<file path="src/rtl/dtc_rr_scheduler_if.sv">
// Bundle of the request, classifier and response signals of the
// round-robin classifier scheduler. The slave modport faces the scheduler and
// the master modport faces the producers, the classifier and the consumer.
interface dtc_rr_scheduler_if #(
  parameter int NREQ = 4,
  parameter int IDW  = 2,
  parameter int CNTW = 16
);
  logic [NREQ-1:0]   req_valid;
  logic [NREQ*9-1:0] req_data;
  logic [NREQ-1:0]   req_ready;
  logic [8:0]        cls_inp;
  logic [8:0]        cls_outp;
  logic              rsp_valid;
  logic              rsp_ready;
  logic [IDW-1:0]    rsp_id;
  logic [8:0]        rsp_class;
  logic [3:0]        rsp_level;
  logic              rsp_err;
  logic [CNTW-1:0]   done_cnt;

  modport slave (
    input  req_valid, req_data, cls_outp, rsp_ready,
    output req_ready, cls_inp, rsp_valid, rsp_id, rsp_class, rsp_level,
           rsp_err, done_cnt
  );

  modport master (
    output req_valid, req_data, cls_outp, rsp_ready,
    input  req_ready, cls_inp, rsp_valid, rsp_id, rsp_class, rsp_level,
           rsp_err, done_cnt
  );
endinterface

</file>
<file path="src/rtl/dtc_rr_scheduler.sv">
// Round-robin scheduler sharing one combinational decision-tree classifier
// between NREQ requesters. Stage 1 registers the selected feature vector onto
// cls_inp; stage 2 captures the classifier result with id, level and an
// integrity flag, under valid/ready backpressure.
module dtc_rr_scheduler #(
  parameter int NREQ = 4,
  parameter int IDW  = 2,
  parameter int CNTW = 16
) (
  input logic               clk,
  input logic               rst_n,
  dtc_rr_scheduler_if.slave bus
);

  logic            s1_valid;
  logic [IDW-1:0]  s1_id;
  logic [8:0]      cls_inp_q;
  logic [IDW-1:0]  rr_ptr;
  logic            rsp_valid_q;
  logic [IDW-1:0]  rsp_id_q;
  logic [8:0]      rsp_class_q;
  logic [3:0]      rsp_level_q;
  logic            rsp_err_q;
  logic [CNTW-1:0] done_cnt_q;

  logic            rsp_free;
  logic            s1_adv;
  logic            s1_free;
  logic            rsp_hs;
  logic            accept;
  logic            gnt_found;
  logic [IDW-1:0]  gnt_idx;
  logic [IDW-1:0]  nxt_ptr;
  logic [IDW:0]    scan_idx;
  logic [NREQ-1:0] ready;
  logic [8:0]      feat [NREQ];
  logic [3:0]      pop;
  logic            code_err;

  assign rsp_free = !rsp_valid_q || bus.rsp_ready;
  assign s1_adv   = s1_valid && rsp_free;
  assign s1_free  = !s1_valid || s1_adv;
  assign rsp_hs   = rsp_valid_q && bus.rsp_ready;
  assign accept   = s1_free && gnt_found;
  assign nxt_ptr  = (gnt_idx == IDW'(NREQ - 1)) ? '0 : gnt_idx + IDW'(1);

  // Scan requesters from rr_ptr upward, wrapping at NREQ; first valid wins.
  always_comb begin
    gnt_found = 1'b0;
    gnt_idx   = '0;
    scan_idx  = '0;
    for (int k = 0; k < NREQ; k++) begin
      scan_idx = {1'b0, rr_ptr} + (IDW+1)'(k);
      if (scan_idx >= (IDW+1)'(NREQ)) scan_idx = scan_idx - (IDW+1)'(NREQ);
      if (!gnt_found && bus.req_valid[scan_idx[IDW-1:0]]) begin
        gnt_found = 1'b1;
        gnt_idx   = scan_idx[IDW-1:0];
      end
    end
  end

  // One-hot grant, only offered when stage 1 can take a new vector.
  always_comb begin
    ready = '0;
    if (accept) ready[gnt_idx] = 1'b1;
  end

  // Split the flat request bus into per-requester feature vectors.
  always_comb begin
    for (int i = 0; i < NREQ; i++) feat[i] = bus.req_data[9*i +: 9];
  end

  // Level and thermometer legality of the live classifier result.
  always_comb begin
    pop = '0;
    for (int i = 0; i < 9; i++) pop = pop + 4'(bus.cls_outp[i]);
    code_err = |(bus.cls_outp & (bus.cls_outp + 9'd1));
  end

  // Stage 1: latch the granted vector; cls_inp keeps its last value when idle.
  always_ff @(posedge clk or negedge rst_n) begin
    if (!rst_n) begin
      s1_valid  <= 1'b0;
      s1_id     <= '0;
      cls_inp_q <= '0;
      rr_ptr    <= '0;
    end else if (accept) begin
      s1_valid  <= 1'b1;
      s1_id     <= gnt_idx;
      cls_inp_q <= feat[gnt_idx];
      rr_ptr    <= nxt_ptr;
    end else if (s1_adv) begin
      s1_valid  <= 1'b0;
    end
  end

  // Stage 2: capture the classifier result; fields hold while not reloaded.
  always_ff @(posedge clk or negedge rst_n) begin
    if (!rst_n) begin
      rsp_valid_q <= 1'b0;
      rsp_id_q    <= '0;
      rsp_class_q <= '0;
      rsp_level_q <= '0;
      rsp_err_q   <= 1'b0;
    end else if (s1_adv) begin
      rsp_valid_q <= 1'b1;
      rsp_id_q    <= s1_id;
      rsp_class_q <= bus.cls_outp;
      rsp_level_q <= pop;
      rsp_err_q   <= code_err;
    end else if (rsp_hs) begin
      rsp_valid_q <= 1'b0;
    end
  end

  // Saturating count of delivered responses.
  always_ff @(posedge clk or negedge rst_n) begin
    if (!rst_n) done_cnt_q <= '0;
    else if (rsp_hs && (done_cnt_q != '1)) done_cnt_q <= done_cnt_q + CNTW'(1);
  end

  assign bus.req_ready = ready;
  assign bus.cls_inp   = cls_inp_q;
  assign bus.rsp_valid = rsp_valid_q;
  assign bus.rsp_id    = rsp_id_q;
  assign bus.rsp_class = rsp_class_q;
  assign bus.rsp_level = rsp_level_q;
  assign bus.rsp_err   = rsp_err_q;
  assign bus.done_cnt  = done_cnt_q;

endmodule

</file>
<file path="src/flat_wrapper.sv">
// flat-port wrapper written by rule: the top's interface ports become plain ports
module dtc_rr_scheduler_flat 
#(
  parameter int NREQ = 4,
  parameter int IDW  = 2,
  parameter int CNTW = 16
)
  (clk, rst_n, bus_req_valid, bus_req_data, bus_cls_outp, bus_rsp_ready, bus_req_ready, bus_cls_inp, bus_rsp_valid, bus_rsp_id, bus_rsp_class, bus_rsp_level, bus_rsp_err, bus_done_cnt);
  dtc_rr_scheduler_if #(.NREQ(NREQ), .IDW(IDW), .CNTW(CNTW)) bus_i ();
  input logic clk;
  input logic rst_n;
  input wire logic [$bits(bus_i.req_valid)-1:0] bus_req_valid;
  input wire logic [$bits(bus_i.req_data)-1:0] bus_req_data;
  input wire logic [$bits(bus_i.cls_outp)-1:0] bus_cls_outp;
  input wire logic [$bits(bus_i.rsp_ready)-1:0] bus_rsp_ready;
  output wire logic [$bits(bus_i.req_ready)-1:0] bus_req_ready;
  output wire logic [$bits(bus_i.cls_inp)-1:0] bus_cls_inp;
  output wire logic [$bits(bus_i.rsp_valid)-1:0] bus_rsp_valid;
  output wire logic [$bits(bus_i.rsp_id)-1:0] bus_rsp_id;
  output wire logic [$bits(bus_i.rsp_class)-1:0] bus_rsp_class;
  output wire logic [$bits(bus_i.rsp_level)-1:0] bus_rsp_level;
  output wire logic [$bits(bus_i.rsp_err)-1:0] bus_rsp_err;
  output wire logic [$bits(bus_i.done_cnt)-1:0] bus_done_cnt;
  assign bus_i.req_valid = bus_req_valid;
  assign bus_i.req_data = bus_req_data;
  assign bus_i.cls_outp = bus_cls_outp;
  assign bus_i.rsp_ready = bus_rsp_ready;
  assign bus_req_ready = bus_i.req_ready;
  assign bus_cls_inp = bus_i.cls_inp;
  assign bus_rsp_valid = bus_i.rsp_valid;
  assign bus_rsp_id = bus_i.rsp_id;
  assign bus_rsp_class = bus_i.rsp_class;
  assign bus_rsp_level = bus_i.rsp_level;
  assign bus_rsp_err = bus_i.rsp_err;
  assign bus_done_cnt = bus_i.done_cnt;
  dtc_rr_scheduler #(.NREQ(NREQ), .IDW(IDW), .CNTW(CNTW)) u_core (.clk(clk), .rst_n(rst_n), .bus(bus_i));
endmodule
</file>
<file path="config.mk">
export PLATFORM = sky130hd
export DESIGN_NAME = dtc_rr_scheduler_flat
export DESIGN_NICKNAME = d
export VERILOG_FILES = /design/src/rtl/dtc_rr_scheduler_if.sv /design/src/rtl/dtc_rr_scheduler.sv /design/src/flat_wrapper.sv
export SDC_FILE = /design/constraint.sdc
export NUM_CORES = 1
export LEC_CHECK = 0
export BUFFER_PORTS_ARGS = -buffer_cell sky130_fd_sc_hd__clkbuf_2
export CAP_MARGIN = 30
export CORE_MARGIN = 2
export CORE_UTILIZATION = 35
export CTS_CLUSTER_DIAMETER = 80
export DETAILED_ROUTE_END_ITERATION = 12
export GPL_ROUTABILITY_DRIVEN = 0
export PLACE_DENSITY = 0.6
export SYNTH_ARGS = -nofsm -noshare
export SYNTH_HDL_FRONTEND = slang
export SYNTH_SLANG_ARGS = --single-unit
</file>
<file path="constraint.sdc">
create_clock -name clk -period 5.2 [get_ports clk]
set_input_delay 0.78 -clock clk [delete_from_list [all_inputs] [get_ports clk]]
set_output_delay 0.78 -clock clk [all_outputs]
set_load 0.05 [all_outputs]
</file>
# [Word level (Yosys, flattened, before mapping)]
# Cells that the tools add are included.
[op_classes] add_sub_neg=18 magnitude_cmp=11 n_eq_ne=2 mux=31 bitwise_logic=2 n_reduce_logical=18
[ops] cell="$add A4 B1 Y4" n=7
[ops] cell="$bmux W9 S2" n=1
[ops] cell="$mux W2" n=9
[ops] cell="$mux W9" n=2
[ops] cell="$add A16 B1 Y16 const B" n=1
[ops] cell="$ne A16 B16 Y1 const B" n=1
[ops] cell="$lt A2 B3 Y1 const B" n=5
[ops] cell="$mux W1" n=13
[ops] cell="$ge A3 B3 Y1 const B" n=4
[ops] cell="$add A9 B1 Y9 const B" n=1
[ops] cell="$and A9 B9 Y9" n=1
[ops] cell="$reduce_or A9 Y1" n=1
[ops] cell="$bmux W1 S2" n=4
[ops] cell="$logic_and A1 B1 Y1" n=8
[ops] cell="$sub A2 B1 Y2 const B" n=4
[ops] cell="$add A2 B2 Y3 const B" n=2
[ops] cell="$logic_not A1 Y1" n=5
[ops] cell="$mux W4" n=1
[ops] cell="$reduce_bool A2 Y1" n=2
[ops] cell="$add A2 B1 Y3 const B" n=1
[ops] cell="$ge A2 B3 Y1 const B" n=1
[ops] cell="$not A2 Y3" n=1
[ops] cell="$add A1 B1 Y2" n=1
[ops] cell="$add A2 B1 Y2 const B" n=1
[ops] cell="other kinds (4)" n=5
[word_totals] reg_bits=47 in_bits=52 output_inout_bits=46 word_cells=92

# [Longest topological paths before layout]
# Gate-level depths: netlist of the first run.
[depth] ltp_word=19 mapped_depth=10 ltp_nobuf=10

# [Least setup slack after synthesis of the first run]
# No wires, ideal clock.
[synth_path] path_kind="in2reg" startpoint="input port bus_cls_outp[0]" endpoint="register u_core.rsp_level_q[1] (netlist: u_core.bus.rsp_level[1])" setup_time_ps=125 t_arrival_ps=3384 setup_slack_ps=1692 stages=9 path_buffers=0 path_cell_list="inv_1 > ha_1 > fa_1 > fa_1 > fa_1 > inv_1 > ha_1 > fa_1 > mux2_2"
[synth_via] elab_chain_len=8
[synth_lines] element="start: declaration" line="flat_wrapper.sv:14" source="input wire logic [$bits(bus_i.cls_outp)-1:0] bus_cls_outp;"
[synth_lines] element="$add A1 B1 Y2" line="dtc_rr_scheduler.sv:76" source="for (int i = 0; i < 9; i++) pop = pop + 4'(bus.cls_outp[i]);"
[synth_lines] element="$add A4 B1 Y4 (7 in a row)" line="dtc_rr_scheduler.sv:76"
[synth_lines] element="via u_core.pop[1]" line="dtc_rr_scheduler.sv:37" source="logic [3:0] pop;"
[synth_lines] element="end signal: assignment" line="dtc_rr_scheduler.sv:109" source="rsp_level_q <= pop;"
[synth_lines] element="end: declaration" line="dtc_rr_scheduler.sv:22" source="logic [3:0] rsp_level_q;"
# The timed path passes the listed nets, and every way through them passes these cells.
# A chain may end at the register's enable or synchronous reset.

# [Worst setup path in the final report of the first run]
# Ends and elaborated chain as after synthesis.

==> flow_metrics.env, run 1 <==
export IMPL_use_met2_pct=24.1
export IMPL_tightest_slew_ns=0.806
export IMPL_drv_slew=0
export IMPL_ir_worst_vdd_uv=228
export IMPL_dpl_hpwl_um=4400
export IMPL_start_util_pct=36.3
export IMPL_path_cells="clkbuf_2 -> inv_1 -> ha_1 -> fa_1 -> fa_1 -> fa_1 -> inv_1 -> ha_1 -> fa_1 -> mux2_2"
export IMPL_grt_start_max_net_pins=48
export IMPL_avgSynthCellArea_um2=10.0
export IMPL_dieArea_mm2=0.00823
export IMPL_cpMostUsedCell="fa_1"
export IMPL_synth_edf_count=0
export IMPL_drc=0
export IMPL_path_buf_inv=3
export IMPL_rows=31
export IMPL_max_cap_viol_count=0
export IMPL_htreeDepth=2
export IMPL_finalCritPeriodShare_pct=65.5
export IMPL_cts_sinks=47
export IMPL_ant_nets=0
export IMPL_grt_antenna_before_repair=0
export IMPL_critPathTopFamily="adder cells"
export IMPL_die_height_um=90.7
export IMPL_critical_path_arrival_ns=3.60
export IMPL_grt_pass1_wl_um=9900
export IMPL_grt_usage_pct=14.6
export IMPL_cts_resized=0
export IMPL_layout_drive_gt1_share_pct=34.3
export IMPL_worstSetupPathType="in -> reg"
export IMPL_ys_flop_type="dfrtp_1"
export IMPL_grt_util_met1_pct=19.0
export IMPL_routed_wl_um=5890
export IMPL_setup_viol=0
export IMPL_grt_pass1_vias=2158
export IMPL_syn_area_mm2=0.00263
export IMPL_nNetsFinal=429
export IMPL_synth_largest_area_cell="dfrtp_1"
export IMPL_synthCells=263
export IMPL_yosysUniqueCellTypes=46
export IMPL_cts_root_buf="clkbuf_8"
export IMPL_clkTransAtPathRegs_ns=0.09
export IMPL_yosys_warnings=0
export IMPL_syn_nets=332
export IMPL_portBuffers=97
export IMPL_status="finished, final reports clean"
export IMPL_overflow=0
export IMPL_synth_async_reset_ratio_pct=100
export IMPL_layout_min_cycle_time_ns=3.41
export IMPL_path_max_fanout=3
export IMPL_top_usage_layer="met2"
export IMPL_antenna_cells=0
export IMPL_timing_setup_tns_ns=0
export IMPL_synth_area_leaders="dfrtp_1, nand2_1, ha_1"
export IMPL_ioPinCount=98
export IMPL_fin_skew_ns=0.00340
export IMPL_synth_top_area_share_pct=44.7
export IMPL_route_vias_total=2231
export IMPL_cp_data_required_time_ns=5.39
export IMPL_cts_buffers=5
export IMPL_core_area_mm2=0.00725
export IMPL_p_leak_nw=1.65
export IMPL_cp_end_kind="flip-flop"
export IMPL_powerDensity_mw_per_mm2=489
export IMPL_die_w_um=90.7
export IMPL_clockBufferDepth=2
export IMPL_critPathMaxStageDelay_ns=0.51
export IMPL_drtIter0Drc=41
export IMPL_synth_yosys_seq_area_share_pct=44.7
export IMPL_cts_setup_buffers=0
export IMPL_total_power_w=0.00163
export IMPL_drt_pass1_iterations=4
export IMPL_hold_viol_final=0
export IMPL_clk_insertion_delay_late_ns=0.30
export IMPL_rsz0062_at_grt="no"
export IMPL_slew_headroom_pct=46.1
export IMPL_grt_use_met3_pct=4.26
export IMPL_timing_fmax_mhz=293
export IMPL_cp_slowest_cell="fa_1"
export IMPL_critPathLaunchType="primary input"
export IMPL_min_path_type="reg -> reg"
export IMPL_wl_per_cell_um=12.8
export IMPL_viasPerCell=4.85
export IMPL_ys_seq_elements=47
export IMPL_tritoncts="yes"
export IMPL_ctsHoldBuffers=0
export IMPL_syn2layout_area_growth_pct=26.5
==> state kept, by name, indices dropped and copies added (netlist names) <==
| signal | cells |
|---|---|
| u_core.s1_valid | 1 |
| u_core.bus.rsp_class | 9 |
| u_core.bus.rsp_valid | 1 |
| u_core.bus.done_cnt | 16 |
| u_core.bus.rsp_level | 4 |
| u_core.bus.cls_inp | 9 |
| u_core.rr_ptr | 2 |
| u_core.bus.rsp_err | 1 |
| u_core.s1_id | 2 |
| u_core.bus.rsp_id | 2 |
==> final timing paths <==
check	from	end	slack, ns	cells after the start
max reg2reg	u_core.rr_ptr[1]	u_core.bus.cls_inp[6]	3.01	6
min in group asynchronous	rst_n	u_core.bus.rsp_class[8]	0.58	2
min	u_core.s1_id[1]	u_core.s1_id[1]	0.48	2
min reg2reg	u_core.s1_id[1]	u_core.s1_id[1]	0.48	2
max	bus_cls_outp[0]	u_core.bus.rsp_level[1]	1.79	10
max in group asynchronous	rst_n	u_core.bus.done_cnt[5]	4.20	2
==> synthesized netlist by cell type, types with 2 or more instances <==
library cell / instances
a311oi_1: 9
a21oi_1: 9
o21ai_0: 13
buf_2: 3
o211ai_1: 2
nor2_1: 16
buf_6: 2
nand4_1: 5
nand2_1: 43
inv_1: 14
mux2_2: 7
a21o_1: 2
mux2i_1: 2
and2_2: 5
fa_1: 5
nand3_1: 3
xnor2_1: 10
ha_1: 12
xor2_1: 2
a2111oi_0: 9
dfrtp_1: 47
and2_1: 5
and3_1: 4
nand2b_1: 2
a31oi_1: 3
clkbuf_1: 3
and2_0: 4
and4_1: 4
==> cell usage in the layout, fill, tap and decap left out, drive strengths merged, types with 5 or more instances in the layout <==
cell type  synthesis  layout
dfrtp             47      47
clkbuf             3     102
nand2             43      43
ha                12      12
inv               15      15
a21oi              9       9
nor2              16      16
mux2               7       7
nand4              5       5
xnor2             10      10
a2111oi            9       9
and2              14      14
a311oi             9       9
o21ai             13      13
fa                 5       5
==> worst register-to-register path, delay by kind of cell (launching register included) <==
family          cells  cell delay [ns]
compound gates      3             0.92
mux                 1             0.18
flops               1             0.48
buf+inv             2             0.46
==> routing by layer <==
| layer | wire length (um) | up-vias |
|---|---|---|
| li1 | - | 1123 |
| met5 | 0 | - |
| met3 | 441 | 6 |
| met2 | 2620 | 85 |
| met1 | 2760 | 1017 |
| met4 | 63 | 0 |
==> power by group <==
group	total, W	switching [W]	internal (W)
Clock	0.000321	0.000129	0.000192
Sequential	0.000540	0.0000765	0.000464
Combinational	0.000767	0.000553	0.000215
Total	0.00163	0.000759	0.000870
==> logic make-up after synthesis <==
family          share of synthesized area (%)
compound gates                           15.2
flops                                    44.7
simple gates                             18.0
mux                                      3.76
fa+ha+maj                                9.51
xor+xnor                                 3.99
buf+inv                                  4.85
==> stage by stage <==
step	area [um2]	worst slack, ns	cells	utilization, %	hold slack [ns]
2_1_floorplan	2630	1.69	263	-	0.446
3_3_place_gp	3190	1.50	452	44.0	0.463
3_5_place_dp	3190	1.49	452	44.0	0.468
4_1_cts	3330	1.79	460	45.9	0.490
5_1_grt	3330	1.72	460	45.9	0.516
6_report	3330	1.79	460	45.9	0.478
==> cell type report <==
type,count,area (um2)
fill,731,3930
multi-input combinational,191,1330
sequential,47,1180
timing repair buffer,100,508
tap,99,124
clock buffer,5,68.8
clock inverter,3,67.6
inverter,15,56.3
Power figures use the tool's default switching activity.
==> inputs of run 2 (changes only) <==
--- a/config.mk
+++ b/config.mk
@@ -12,7 +12,7 @@
 export CTS_CLUSTER_DIAMETER = 80
 export DETAILED_ROUTE_END_ITERATION = 12
 export GPL_ROUTABILITY_DRIVEN = 0
-export PLACE_DENSITY = 0.6
+export PLACE_DENSITY = 0.62
 export SYNTH_ARGS = -nofsm -noshare
 export SYNTH_HDL_FRONTEND = slang
 export SYNTH_SLANG_ARGS = --single-unit
==> constraint.sdc (replaced) <==
create_clock -name clk -period 2.8 [get_ports clk]
set_input_delay 0.42 -clock clk [delete_from_list [all_inputs] [get_ports clk]]
set_output_delay 0.42 -clock clk [all_outputs]
set_load 0.05 [all_outputs]
==> flow_metrics.env, run 2 (synthesis results as in run 1) <==
export IMPL_status="finished, violations left"
export IMPL_violations="setup timing"
export IMPL_ant_nets=0
export IMPL_dpl_hpwl_um=4490
export IMPL_start_util_pct=36.3
export IMPL_critPathMaxStageDelay_ns=0.51
export IMPL_syn2layout_area_growth_pct=29.0
export IMPL_rows=31
export IMPL_use_met2_pct=23.9
export IMPL_grt_antenna_before_repair=0
export IMPL_drtIter0Drc=48
export IMPL_fin_skew_ns=0.00286
export IMPL_layout_min_cycle_time_ns=2.90
export IMPL_core_area_mm2=0.00725
export IMPL_timing_fmax_mhz=345
export IMPL_fin_ws_ns=-0.0976
export IMPL_hold_viol_final=0
export IMPL_layout_commonest_cell="clkbuf_2"
export IMPL_path_max_fanout=2
export IMPL_wl_per_cell_um=12.6
export IMPL_top_usage_layer="met2"
export IMPL_slew_headroom_pct=53.4
export IMPL_dieArea_mm2=0.00823
export IMPL_cp_slowest_cell="fa_1"
export IMPL_cts_sinks=47
export IMPL_clockBufferDepth=2
export IMPL_cts_root_buf="clkbuf_8"
export IMPL_worstSetupPathType="in -> reg"
export IMPL_layout_common_cells="clkbuf_2, dfrtp_1, nand2_1"
export IMPL_grt_util_met1_pct=19.4
export IMPL_finalCritPeriodShare_pct=103
export IMPL_clk_insertion_delay_late_ns=0.30
export IMPL_fin_cells=467
export IMPL_place_area_mm2=0.00326
export IMPL_overflow=0
export IMPL_place_inst=458
export IMPL_nNetsFinal=436
export IMPL_viasPerCell=4.90
export IMPL_grt_pass1_vias=2226
export IMPL_powerDensity_mw_per_mm2=853
export IMPL_portBuffers=97
export IMPL_ioPinCount=98
export IMPL_grt_pass1_wl_um=10200
export IMPL_die_w_um=90.7
export IMPL_route_vias_total=2290
export IMPL_grt_usage_pct=14.9
export IMPL_drv_slew=0
export IMPL_htreeDepth=2
export IMPL_cp_data_required_time_ns=2.99
export IMPL_routed_wl_um=5870
export IMPL_rsz0062_at_grt="yes"
export IMPL_max_cap_viol_count=0
export IMPL_die_height_um=90.7
export IMPL_clkTransAtPathRegs_ns=0.09
export IMPL_layout_drive_gt1_share_pct=37.0
export IMPL_critical_path_arrival_ns=3.09
export IMPL_cp_end_kind="flip-flop"
export IMPL_cts_buffers=5
export IMPL_drc=0
export IMPL_grt_start_max_net_pins=48
export IMPL_critPathLaunchType="primary input"
export IMPL_tightest_slew_ns=0.697
export IMPL_design_area_mm2=0.00339
export IMPL_largest_reg_flops=16
export IMPL_post_route_util_pct=46.8
export IMPL_setup_viol=1
export IMPL_min_path_type="in -> async"
export IMPL_cpMostUsedCell="fa_1"
export IMPL_tritoncts="yes"
export IMPL_hold_ws_ns=0.220
export IMPL_drt_pass1_iterations=4
export IMPL_p_leak_nw=1.67
export IMPL_antenna_cells=0
export IMPL_path_cells="buf_8 -> clkinv_4 -> ha_4 -> fa_1 -> fa_1 -> fa_1 -> inv_1 -> ha_2 -> fa_2 -> mux2_2"
export IMPL_ir_worst_vdd_uv=465
export IMPL_grt_use_met3_pct=4.51
export IMPL_crit_start="bus_cls_outp[0]"
export IMPL_rr_startpoint="u_core.rr_ptr[1]"
==> run 2: cell type report <==
| type | instances | area (um2) |
|---|---|---|
| flip-flops and latches | 47 | 1180 |
| multi-input cells | 191 | 1360 |
| clock buffers | 5 | 68.8 |
| clock inverters | 3 | 23.8 |
| inverters | 15 | 61.3 |
| fillers | 738 | 3860 |
| repair buffers | 107 | 577 |
| well taps | 99 | 124 |
==> run 2: what timing repair did <==
| action | CTS | global route |
|---|---|---|
| pin swaps | 2 | 3 |
| setup endpoints to repair | 2 | 4 |
| gates resized for setup | 1 | 7 |
| buffers inserted | 0 | 1 |
| hold buffers | 0 | 0 |
==> run 2: metrics by stage <==
step | setup TNS (ns) | total power, W | worst slack (ns)
2_1_floorplan | -0.439 | 0.00213 | -0.261
3_3_place_gp | -1.27 | 0.00246 | -0.493
3_5_place_dp | -1.29 | 0.00248 | -0.502
4_1_cts | -0.104 | 0.00291 | -0.104
5_1_grt | -0.238 | 0.00311 | -0.153
6_report | -0.0976 | 0.00289 | -0.0976
==> run 2: routing by layer <==
| metal | vias to the layer above | part of all wire (%) |
|---|---|---|
| li1 | 1135 | - |
| met1 | 1040 | 45 |
| met2 | 106 | 44 |
| met3 | 9 | 9.2 |
| met4 | 0 | 1.3 |
| met5 | - | 0 |
==> run 2: report_power, final <==
group	switching (W)	total (W)	internal [W]
registers	0.000142	0.00100	0.000861
logic	0.00104	0.00147	0.000430
clock network	0.000242	0.000421	0.000179
total	0.00142	0.00289	0.00147
==> run 2: worst paths after layout <==
kind                            cells after the start  slack (ns)                      end
min in group clk                                    3        0.35    u_core.bus.cls_inp[4]
worst max register to register                      6        0.77    u_core.bus.cls_inp[1]
worst min-delay path                                2        0.22  u_core.bus.done_cnt[10]
max in group asynchronous                           2        2.17  u_core.bus.rsp_level[0]
worst min register to register                      2        0.48          u_core.s1_id[1]
worst max-delay path                               10        -0.1  u_core.bus.rsp_level[1]
==> run 2: critical path, delay by kind of cell <==
kind                     cells  cell delay (ns)
adder cells (fa/ha/maj)      6             2.19
buffers and inverters        3             0.20
multiplexers                 1             0.26
